$ cat config.mk
export PLATFORM = sky130hd
export DESIGN_NAME = exp_operand_sequencer
export DESIGN_NICKNAME = d
export VERILOG_FILES = /design/src/rtl/exp_operand_sequencer.sv
export SDC_FILE = /design/constraint.sdc
export NUM_CORES = 1
export LEC_CHECK = 0
export CORE_MARGIN = 8
export CORE_UTILIZATION = 50
export DETAILED_ROUTE_END_ITERATION = 10
export MAX_ROUTING_LAYER = met4
export PLACE_DENSITY_LB_ADDON = 0.15
export SYNTH_ARGS = -nofsm -noshare
export SYNTH_HDL_FRONTEND = slang
export SYNTH_SLANG_ARGS = --single-unit
export TNS_END_PERCENT = 1
$ cat constraint.sdc
create_clock -name clk -period 2.8 [get_ports clk]
set_input_delay 0.56 -clock clk [delete_from_list [all_inputs] [get_ports clk]]
set_output_delay 0.56 -clock clk [all_outputs]
set_load 0.005 [all_outputs]
$ cat src/rtl/exp_operand_sequencer.sv
// exp_operand_sequencer: feeds the exponential engine one operand at a time.
// Operands are queued in a DEPTH-entry FIFO. Each operand runs through the
// sequence IDLE -> CLR -> START -> WAIT. The engine result is then held in a
// single-entry valid/ready slot.
// Optional feature macro: EXP_SEQ_TIMEOUT_EN. It aborts WAIT after TIMEOUT
// cycles and returns an error result.
module exp_operand_sequencer #(
   parameter int DEPTH   = 4,
   parameter int TIMEOUT = 255
) (
   input  logic                     clk,
   input  logic                     rst,
   input  logic                     in_valid,
   output logic                     in_ready,
   input  logic [15:0]              in_x,
   output logic                     eng_clr,
   output logic                     eng_start,
   output logic [15:0]              eng_x,
   input  logic                     eng_done,
   input  logic [1:0]               eng_int,
   input  logic [15:0]              eng_frac,
   output logic                     out_valid,
   input  logic                     out_ready,
   output logic [1:0]               out_int,
   output logic [15:0]              out_frac,
   output logic [15:0]              out_x,
   output logic                     out_err,
   output logic                     busy,
   output logic [$clog2(DEPTH):0]   count
);

   localparam int AW = $clog2(DEPTH);

   localparam logic [1:0] S_IDLE  = 2'd0;
   localparam logic [1:0] S_CLR   = 2'd1;
   localparam logic [1:0] S_START = 2'd2;
   localparam logic [1:0] S_WAIT  = 2'd3;

   logic [1:0]    state_reg;
   logic [AW-1:0] wr_ptr_reg;
   logic [AW-1:0] rd_ptr_reg;
   logic [AW:0]   count_reg;
   logic [15:0]   fifo_mem [DEPTH];

   logic push;
   logic pop;
   logic slot_free;
   logic done_capture;
   logic abort_capture;
   logic capture;
   logic timeout_hit;

   // Ready depends only on the registered occupancy, so there is no ready-through path.
   assign in_ready  = (count_reg < (AW+1)'(DEPTH));
   assign push      = in_valid && in_ready;
   assign pop       = (state_reg == S_IDLE) && (count_reg != '0);
   assign slot_free = !out_valid || out_ready;

   assign done_capture  = (state_reg == S_WAIT) && eng_done && slot_free;
   assign abort_capture = (state_reg == S_WAIT) && !eng_done && timeout_hit && slot_free;
   assign capture       = done_capture || abort_capture;

   assign eng_clr   = (state_reg == S_CLR);
   assign eng_start = (state_reg == S_START);
   assign busy      = (state_reg != S_IDLE);
   assign count     = count_reg;

`ifdef EXP_SEQ_TIMEOUT_EN
   localparam int TW = (TIMEOUT < 2) ? 1 : $clog2(TIMEOUT + 1);
   logic [TW-1:0] timer_reg;

   // timer_reg holds the number of WAIT cycles already completed before the current one.
   assign timeout_hit = (timer_reg >= TW'(TIMEOUT - 1));

   // Count WAIT cycles; reset to zero whenever the sequencer is outside WAIT.
   always_ff @(posedge clk or negedge rst) begin
      if (!rst)
         timer_reg <= '0;
      else if (state_reg != S_WAIT)
         timer_reg <= '0;
      else if (!timeout_hit)
         timer_reg <= timer_reg + 1'b1;
   end
`else
   logic unused_timeout;
   assign unused_timeout = (TIMEOUT == 0);
   assign timeout_hit    = 1'b0;
`endif

   // Operand storage: a plain array without reset, written on push.
   always_ff @(posedge clk) begin
      if (push)
         fifo_mem[wr_ptr_reg] <= in_x;
   end

   // FIFO pointers and occupancy. A push and a pop on the same edge cancel out.
   always_ff @(posedge clk or negedge rst) begin
      if (!rst) begin
         wr_ptr_reg <= '0;
         rd_ptr_reg <= '0;
         count_reg  <= '0;
      end else begin
         if (push)
            wr_ptr_reg <= wr_ptr_reg + 1'b1;
         if (pop)
            rd_ptr_reg <= rd_ptr_reg + 1'b1;
         case ({push, pop})
            2'b10:   count_reg <= count_reg + 1'b1;
            2'b01:   count_reg <= count_reg - 1'b1;
            default: count_reg <= count_reg;
         endcase
      end
   end

   // Sequencer FSM. The popped operand is latched into eng_x and holds until the next pop.
   always_ff @(posedge clk or negedge rst) begin
      if (!rst) begin
         state_reg <= S_IDLE;
         eng_x     <= '0;
      end else begin
         case (state_reg)
            S_IDLE: begin
               if (pop) begin
                  eng_x     <= fifo_mem[rd_ptr_reg];
                  state_reg <= S_CLR;
               end
            end
            S_CLR:   state_reg <= S_START;
            S_START: state_reg <= S_WAIT;
            S_WAIT: begin
               if (capture)
                  state_reg <= S_IDLE;
            end
            default: state_reg <= S_IDLE;
         endcase
      end
   end

   // Result slot. A capture overwrites the slot; otherwise a handshake empties it.
   always_ff @(posedge clk or negedge rst) begin
      if (!rst) begin
         out_valid <= 1'b0;
         out_int   <= '0;
         out_frac  <= '0;
         out_x     <= '0;
         out_err   <= 1'b0;
      end else if (capture) begin
         out_valid <= 1'b1;
         out_int   <= abort_capture ? 2'd0  : eng_int;
         out_frac  <= abort_capture ? 16'd0 : eng_frac;
         out_x     <= eng_x;
         out_err   <= abort_capture;
      end else if (out_valid && out_ready) begin
         out_valid <= 1'b0;
      end
   end

endmodule
# Word-level counts from Yosys, hierarchy flattened
# Memory sizes are Yosys's and may differ from the RTL's. A register that Yosys moved wholly into a read port is not among the register bits.
# Index checks and enable logic that the tools add are counted.
# totals
regBits,44
ram_bits,64
input_bits,39
mem_count,1
# mem_list
memory,depth,width,read_ports,rd_clocked_by_memory_dff,write_ports,line_no,source
fifo_mem,4,16,1,1,1,43,logic [15:0] fifo_mem [DEPTH];
# classes
addsub,4
n_lt_le_gt_ge,1
n_eq_ne,7
muxes,8
n_reduce_logical,15
# ops
cell,count
$pmux 2 s4,1
$eq 2x2->1 const B,3
$pmux 3 s2,1
$reduce_bool 2->1,3
$logic_and 1x1->1,5
$add 2x1->2 const B,2
$eq 2x1->1 const B,2
$mux 1,4
$mux 2,2
$ne 2x2->1 const B,2
$reduce_and 2->1,2
$add 3x1->3 const B,1
$lt 3x3->1 const B,1
$reduce_bool 3->1,1
$sub 3x1->3 const B,1
$logic_not 1->1,2
$logic_not 2->1,1
$logic_or 1x1->1,1

# Logic depth before layout (Yosys ltp)
# Gate-level depths: netlist of run 1.
# depth
depth_word,5
mapped_depth,11
depth_no_buf,10

# Worst setup path after synthesis of run 1
# OpenSTA, ideal clock, no wires.
# synth_path
kind,register to register
start,register state_reg[0]
end,"register count_reg[2], in the netlist count[2]"
setup_time_ps,80
t_arrival_ps,2079
setup_slack_ps,641
stages_incl_launch_ff,12
path_buffers,1
period_less_slack_ps,2159
path_cell_list,dfrtp_1 > inv_1 > ha_1 > nand2b_1 > inv_2 > buf_4 > ha_1 > inv_1 > fa_1 > xor2_1 > nor2_1 > xnor2_1
# synth_between
elab_chain_len,4
# synth_rtl
element,line_no,source
start: declaration,39,logic [1:0] state_reg;
start signal: assignment,118,state_reg <= S_IDLE;
start signal: assignment,125,state_reg <= S_CLR;
start signal: assignment,128,S_CLR: state_reg <= S_START;
$logic_not 2->1 (*),56,assign pop = (state_reg == S_IDLE) && (count_reg != '0);
$logic_and 1x1->1 (*),56,
net pop,46,logic pop;
$eq 2x1->1 / $eq 2x2->1 (equally long branches),107,"case ({push, pop})"
$pmux 3 s2 / $reduce_bool 2->1 (equally long branches),-,
end signal: assignment,108,2'b10: count_reg <= count_reg + 1'b1;
end signal: assignment,109,2'b01: count_reg <= count_reg - 1'b1;
end signal: assignment,110,default: count_reg <= count_reg;
end: declaration,42,logic [AW:0] count_reg;
# Mark *: on every way through the listed nets, which the timed path passes. The rest lies on a longest branch.
# A chain may end at the register's enable or synchronous reset.

# Worst setup path after layout of run 1
# layout_path
start,register state_reg[0]
end,output busy
# layout_between
elab_chain_len,1
# layout_rtl
element,line_no,source
$reduce_bool 2->1,65,assign busy = (state_reg != S_IDLE);
end: declaration,28,"output logic busy,"
# Every way passes these cells.

==> out/qor.csv, run 1 <==
metric,value,unit
via_count,2537,
synth-compound-area-share,0.5945,%
registers.top_by_ff_count,fifo_mem,
groute.layer.met1.usage,19.49,%
finalInstanceArea,6558,um^2
final_antenna_net_count,0,
core_region_area,9594,um^2
detail_route.first_pass.iterations,4,
number_of_antenna_violations_at_the_first_check_in_global_routing,0,
portBuffers,96,
path_common_cell,inv_1,
avgSynthCellArea,19.29,um^2
max_stage_delay,0.50,ns
timing.max_cap.violations,0,
post_synth_main_area_contributors,"edfxtp_1 40%, dfrtp_1 31%, mux2_2 10%, mux4_1 4.3%, mux4_2 3.7%",
synth_xor_xnor_area_share,1.086,%
timing.critical_path.to_type,output port,
p_leak,2.545,nW
syn_to_final_growth,35.46,%
cts_resized,0,
setup_tns,0,ns
critical_path_peak_fanout,4,
synthesis.yosys.warnings,0,
synthMuxAreaShare,20.55,%
worst_slew_margin_rel,50.04,%
path_cells,inv_1 -> ha_1 -> inv_1 -> clkdlybuf4s50_1,
min_period_over_period,83.14,%
gp_routability_congestion,0.6985,
vias_in_the_first_global_route,2751,
worstSetupStartpointType,register,
worst_ep_arrival_time,1.77,ns
fraction_of_the_mapped_netlist_area_in_simple_logic_gates,1.680,%
totalPowerFinal,7.544,mW
crit_path_top_delay_cell,clkdlybuf4s50_1,
post-route-drc-count,0,
insertion_delay,0.51,ns
fp.dieArea,13090,um^2
worst_ep_required_time,2.24,ns
clock_pin_transition_on_the_worst_setup_and_hold_timing_paths,0.06,ns
gr-usage-met3,4.694,%
synth_top_area_share,39.70,%
timing.fmax,429.5,MHz
drtIter0Drc,135,
synth_most_common_cell,edfxtp_1,
hpwlAfterDp,6221,um
viasPerCell,4.965,
timing.setup.critical_path_class,register to output port,
finalHoldWorstSlack,0.02921,ns
peakVddDrop,0.4684,mV
yosys_register_bits,124,
synth_fa_ha_area_share,2.740,%
cts_num_sinks,124,
dominant_cell_type_by_area_after_synthesis,edfxtp_1,
asyncSetResetFlopFracSynth,48.39,%
cell_count_after_synthesis,251,
htree_num_levels,4,
powerDensity,1150,nW/um^2
min_period,2.328,ns
finalMaxSlewViolations,0,
tritoncts_clock_tree,yes,
floorplan.rows,36,
synthesis.area,4841,um^2
syn_nets,300,
number_of_flops_mapped_to_enable_cells_by_yosys,64,
cts-root-to-sink-buffers,2,
outcome,"complete, no violations",
skew,0.01079,ns
largest_reg_flops,64,
cts_hold_repair.buffers,0,
global_route.usage.total,15.73,%
post-route-util,68.35,%
cts-buffers-inserted,17,
cts.repair_timing.setup_buffer_count,0,
hold_violations,0,
synth_top_family_by_area,multiplexers,
gr-total-overflow,0,
routed_wire_length_per_instance,17.85,um
timing.final.setup_violations,0,
grt.met2_usage,23.64,%
diodes,0,
grt_start_max_net_pins,31,
synth.top_cells.by_count,"64 x edfxtp_1, 60 x dfrtp_1, 43 x mux2_2, 11 x inv_1, 9 x ha_1",
boundaryPins,98,
nets,414,
floorplan.initialDensity,50.46,%
die_w,114.4,um
ys.flop_type,edfxtp_1,
hold_path_class,primary input to async pin,
most_congested_layer_reported_by_global_routing,met2,
grt_pass1_wl,15010,um
wirelength,9123,um
rsz_0062_raised_after_global_routing,false,
synth_cell_type_count,27,
sequential_cell_area_fraction_in_the_yosys_report,70.72,%
max_slew.worst_pin.slew,0.7494,ns
placed_area,5979,um^2
die_height,114.4,um
ratio_of_cells_with_drive_above_1_in_the_final_layout,27.25,%
ctsRootBufferMaster,clkbuf_8,
==> power by group <==
part	switching, mW	leakage [nW]	internal [mW]
sequential	0.354	1.29	2.52
clock	0.810	0.270	1.28
combinational	0.908	0.982	1.66
==> cells in the final DEF, fill, tap and decap left out, drive strengths merged <==
cell type,Yosys,layout
and2,4,4
clkdlybuf4s50,0,95
nor2,2,2
fa,1,1
conb,1,1
a2bb2oi,1,1
o32a,1,1
nor2b,2,2
buf,9,11
inv,12,18
clkbuf,2,18
bufinv,0,2
o21ai,2,2
mux4,16,16
clkinvlp,0,4
clkinv,0,2
xor2,1,1
ha,9,9
mux2,51,51
edfxtp,64,64
dfrtp,60,60
nand2b,2,2
xnor2,5,5
nand2,5,5
nor3,1,1
==> layout make-up <==
class / count / area (um^2)
sequential: 124 / 3423
fill: 684 / 3037
multi-input combinational: 104 / 1301
timing repair buffer: 106 / 1044
clock buffer: 18 / 417.9
tap: 133 / 166.4
clock inverter: 14 / 160.2
inverter: 12 / 45.04
==> critical path: cells and delay by family, from the launching register on <==
family	cells	cell delay, ns
flops	1	0.39
fa+ha+maj	1	0.24
buf+inv	3	0.64
==> path summary, 6_finish.rpt <==
check	start	endpoint	slack [ns]	cells after the start
max in group asynchronous	rst	wr_ptr_reg[1]$_DFFE_PN0P_	2.10	2
min reg2reg	out_x[14]$_DFFE_PN0P_	out_x[14]$_DFFE_PN0P_	0.50	1
min in group clk	out_x[14]$_DFFE_PN0P_	out_x[14]$_DFFE_PN0P_	0.50	1
max reg2reg	state_reg[0]$_DFFE_PN0P_	count[2]$_DFFE_PN0P_	0.84	10
min	rst	count[0]$_DFFE_PN0P_	0.03	1
max	state_reg[0]$_DFFE_PN0P_	busy	0.47	4
==> metal layers <==
layer	part of all wire (%)	wire [um]
met1	46	4187
met2	48	4357
met4	1.2	106
met5	0	0
met3	5.2	470
==> logic make-up after synthesis <==
group,Yosys count
AOI/OAI and AO/OA,4
adders and majority gates,10
other,1
buffers and inverters,23
xor gates and xnor gates,6
DFF,124
and+or+nand+nor,16
muxes,67
==> metrics by stage <==
stage / cells / setup WS, ns
after floorplan: 251 / 0.6406
after global placement: 479 / 0.6265
after detailed placement: 479 / 0.5641
after CTS: 511 / 0.4334
after global routing: 511 / 0.3573
final: 511 / 0.4719
Power figures use the tool's default switching activity.
==> run 2, diff against run 1 <==
--- a/config.mk
+++ b/config.mk
@@ -6,7 +6,7 @@
 export NUM_CORES = 1
 export LEC_CHECK = 0
 export CORE_MARGIN = 8
-export CORE_UTILIZATION = 50
+export CORE_UTILIZATION = 46
 export DETAILED_ROUTE_END_ITERATION = 10
 export MAX_ROUTING_LAYER = met4
 export PLACE_DENSITY_LB_ADDON = 0.15
==> constraint.sdc (replaced) <==
create_clock -name clk -period 1.9 [get_ports clk]
set_input_delay 0.38 -clock clk [delete_from_list [all_inputs] [get_ports clk]]
set_output_delay 0.38 -clock clk [all_outputs]
set_load 0.005 [all_outputs]
==> run 2 against run 1 <==
Compared with the run above:
- via count shrank 0.75%
- die area up 7.5%
- clock-buffer cell count up 2
- sequential share of layout area decreased by 1.1 points
- clock skew down 0.0037 ns
- setup slack worse by 0.41 ns
- wire length fell by 0.81%
- critical path depth unchanged
- non-clock buffer count grew 8
- global-route usage fell by 1.7 points
- worst hold slack improved by 0.41 ns
- largest power group unchanged
==> out/qor.csv, run 2 (synthesis gave the netlist of run 1 again) <==
metric,value,unit,change
ratio_of_cells_with_drive_above_1_in_the_final_layout,28.05,%,+0.80 points
min_period,1.841,ns,
registers.top_by_ff_count,fifo_mem,,
die_height,118.6,um,+3.7%
p_int,8.316,mW,+52%
finalMaxSlewViolations,0,,unchanged
number_of_antenna_violations_at_the_first_check_in_global_routing,0,,unchanged
regToRegSetupSlack,0.15,ns,-0.69 ns
setup_tns,0,ns,unchanged
grt_pass1_wl,14900,um,-0.78%
timing.reg2reg.worst_path_depth,7,,-3
worstSetupStartpointType,register,,
cts.repair_timing.setup_buffer_count,0,,unchanged
floorplan.initialDensity,47.10,%,-3.4 points
nets,422,,+1.9%
post-route-util,65.19,%,-3.2 points
detail_route.first_pass.iterations,4,,unchanged
worst_r2r_endpoint,count[1]$_DFFE_PN0P_,,
vias_in_the_first_global_route,2697,,-2.0%
gp_routability_congestion,0.7094,,+1.6%
worst_ep_arrival_time,1.46,ns,-0.31 ns
routed_wire_length_per_instance,17.37,um,-2.7%
skew,0.007039,ns,-0.003746 ns
hpwlAfterDp,6275,um,+0.86%
cts-root-to-sink-buffers,2,,unchanged
grt_start_max_net_pins,35,,+13%
timing.final.setup_violations,0,,unchanged
rsz_0062_raised_after_global_routing,true,,
grt.met2_usage,19.68,%,-4.0 points
timing.fmax,543.0,MHz,
proportion_of_power_drawn_by_combinational_gates,36.5,%,+2.4 points
ctsRootBufferMaster,clkbuf_8,,
setup_slack,0.05853,ns,-0.4134 ns
final_cells,521,,+2.0%
die_w,118.6,um,+3.7%
insertion_delay,0.50,ns,about the same
groute.layer.met1.usage,17.84,%,-1.7 points
via_count,2518,,-0.75%
worst_r2r_startpoint,count[1]$_DFFE_PN0P_,,
wirelength,9049,um,-0.81%
p_sw_share,26.18,%,-1.3 points
p_clk_share,26.5,%,-1.3 points
drtIter0Drc,121,,-10%
dpl_worst_slack,-0.09660,ns,-0.6607 ns
boundaryPins,98,,unchanged
timing.critical_path.to_type,output port,,
floorplan.rows,37,,+2.8%
gr-usage-met3,5.426,%,+0.73 points
clock_pin_transition_on_the_worst_setup_and_hold_timing_paths,0.05,ns,about the same
final_cell_mix,"90 x clkdlybuf4s50_1, 64 x edfxtp_1, 60 x dfrtp_1",,
largest_reg_flops,64,,unchanged
syn_to_final_growth,38.41,%,
most_common_cell_after_layout_fill_and_taps_aside,clkdlybuf4s50_1,,
outcome,"complete, no violations",,
post-route-drc-count,0,,unchanged
global_route.usage.total,14.01,%,-1.7 points
peakVddDrop,0.6718,mV,+43%
timing.setup.critical_path_class,register to output port,,
cts-buffers-inserted,17,,unchanged
htree_num_levels,4,,unchanged
final_antenna_net_count,0,,unchanged
placed_cells_incl_taps,489,,+2.1%
hold_violations,0,,unchanged
critical_path_peak_fanout,4,,unchanged
most_congested_layer_reported_by_global_routing,met2,,
fp.dieArea,14060,um^2,+7.5%
powerDensity,1681,nW/um^2,+46%
power.sequential.fraction,36.9,%,-1.2 points
portBuffers,96,,unchanged
totalPowerFinal,11.27,mW,+49%
timing.max_cap.violations,0,,unchanged
min_period_over_period,96.92,%,
p_switching,2.950,mW,+42%
p_leak,2.610,nW,+2.6%
core_region_area,10280,um^2,+7.1%
tritoncts_clock_tree,yes,,
cts_num_sinks,124,,unchanged
worst_ep_required_time,1.52,ns,-0.72 ns
viasPerCell,4.833,,-2.7%
hold_path_class,primary input to async pin,,
diodes,0,,unchanged
gr-total-overflow,0,,unchanged
run 2: cell type report:
| cell class | instances | area, um^2 |
|---|---|---|
| Clock buffer | 20 | 425.4 |
| Timing Repair Buffer | 114 | 1169 |
| Multi-Input combinational cell | 104 | 1341 |
| Inverter | 12 | 45.04 |
| Clock inverter | 11 | 126.4 |
| Sequential cell | 124 | 3423 |
| Tap cell | 136 | 170.2 |
| Fill cell | 754 | 3577 |
run 2: power groups by stage:
| stage | Clock [mW] | Combinational, mW | Sequential (mW) |
|---|---|---|---|
| floorplan | 0 | 2.09 | 4.19 |
| global placement | 0 | 4.11 | 4.17 |
| detailed placement | 0 | 4.17 | 4.21 |
| CTS | 3.06 | 4.16 | 4.16 |
| global route | 3.19 | 4.48 | 4.27 |
| finish | 2.99 | 4.11 | 4.16 |
run 2: metrics by stage:
stage | instance area (um^2) | hold slack [ns]
floorplan | 4866 | 0.08441
global placement | 6116 | 0.4033
detailed placement | 6116 | 0.4096
CTS | 6673 | 0.4213
global route | 6700 | 0.4543
finish | 6700 | 0.4376
run 2: routing by layer:
| metal | vias up | wire length, um |
|---|---|---|
| met3 | 10 | 565 |
| met5 | - | 0 |
| met4 | 0 | 104 |
| met1 | 1245 | 4343 |
| met2 | 80 | 4036 |
| li1 | 1183 | - |
run 2: what timing repair did:
item / 4_1_cts / 5_1_grt
endpoints found under the setup margin: 4 / 6
hold endpoints to repair: 60 / 0
gates resized for setup: 4 / 7
hold buffers: 1 / 0
pin swaps: 0 / 1
run 2: worst max-delay path, cell delays in order (launching register included):
cell and delay, ns:
dfrtp_1 0.37, inv_1 0.12, ha_4 0.18, inv_1 0.04, dlygate4sd2_1 0.26
run 2: worst max path at each step:
stage / start / cells after the start / slack (ns) / endpoint
floorplan: state_reg[0]$_DFFE_PN0P_ / 11 / -0.12 / count[2]$_DFFE_PN0P_
global placement: in_valid / 9 / -0.05 / count[2]$_DFFE_PN0P_
detailed placement: in_valid / 9 / -0.1 / count[2]$_DFFE_PN0P_
CTS: state_reg[1]$_DFFE_PN0P_ / 3 / 0.004 / eng_start
global route: state_reg[0]$_DFFE_PN0P_ / 4 / -0.01 / busy
finish: state_reg[0]$_DFFE_PN0P_ / 4 / 0.06 / busy
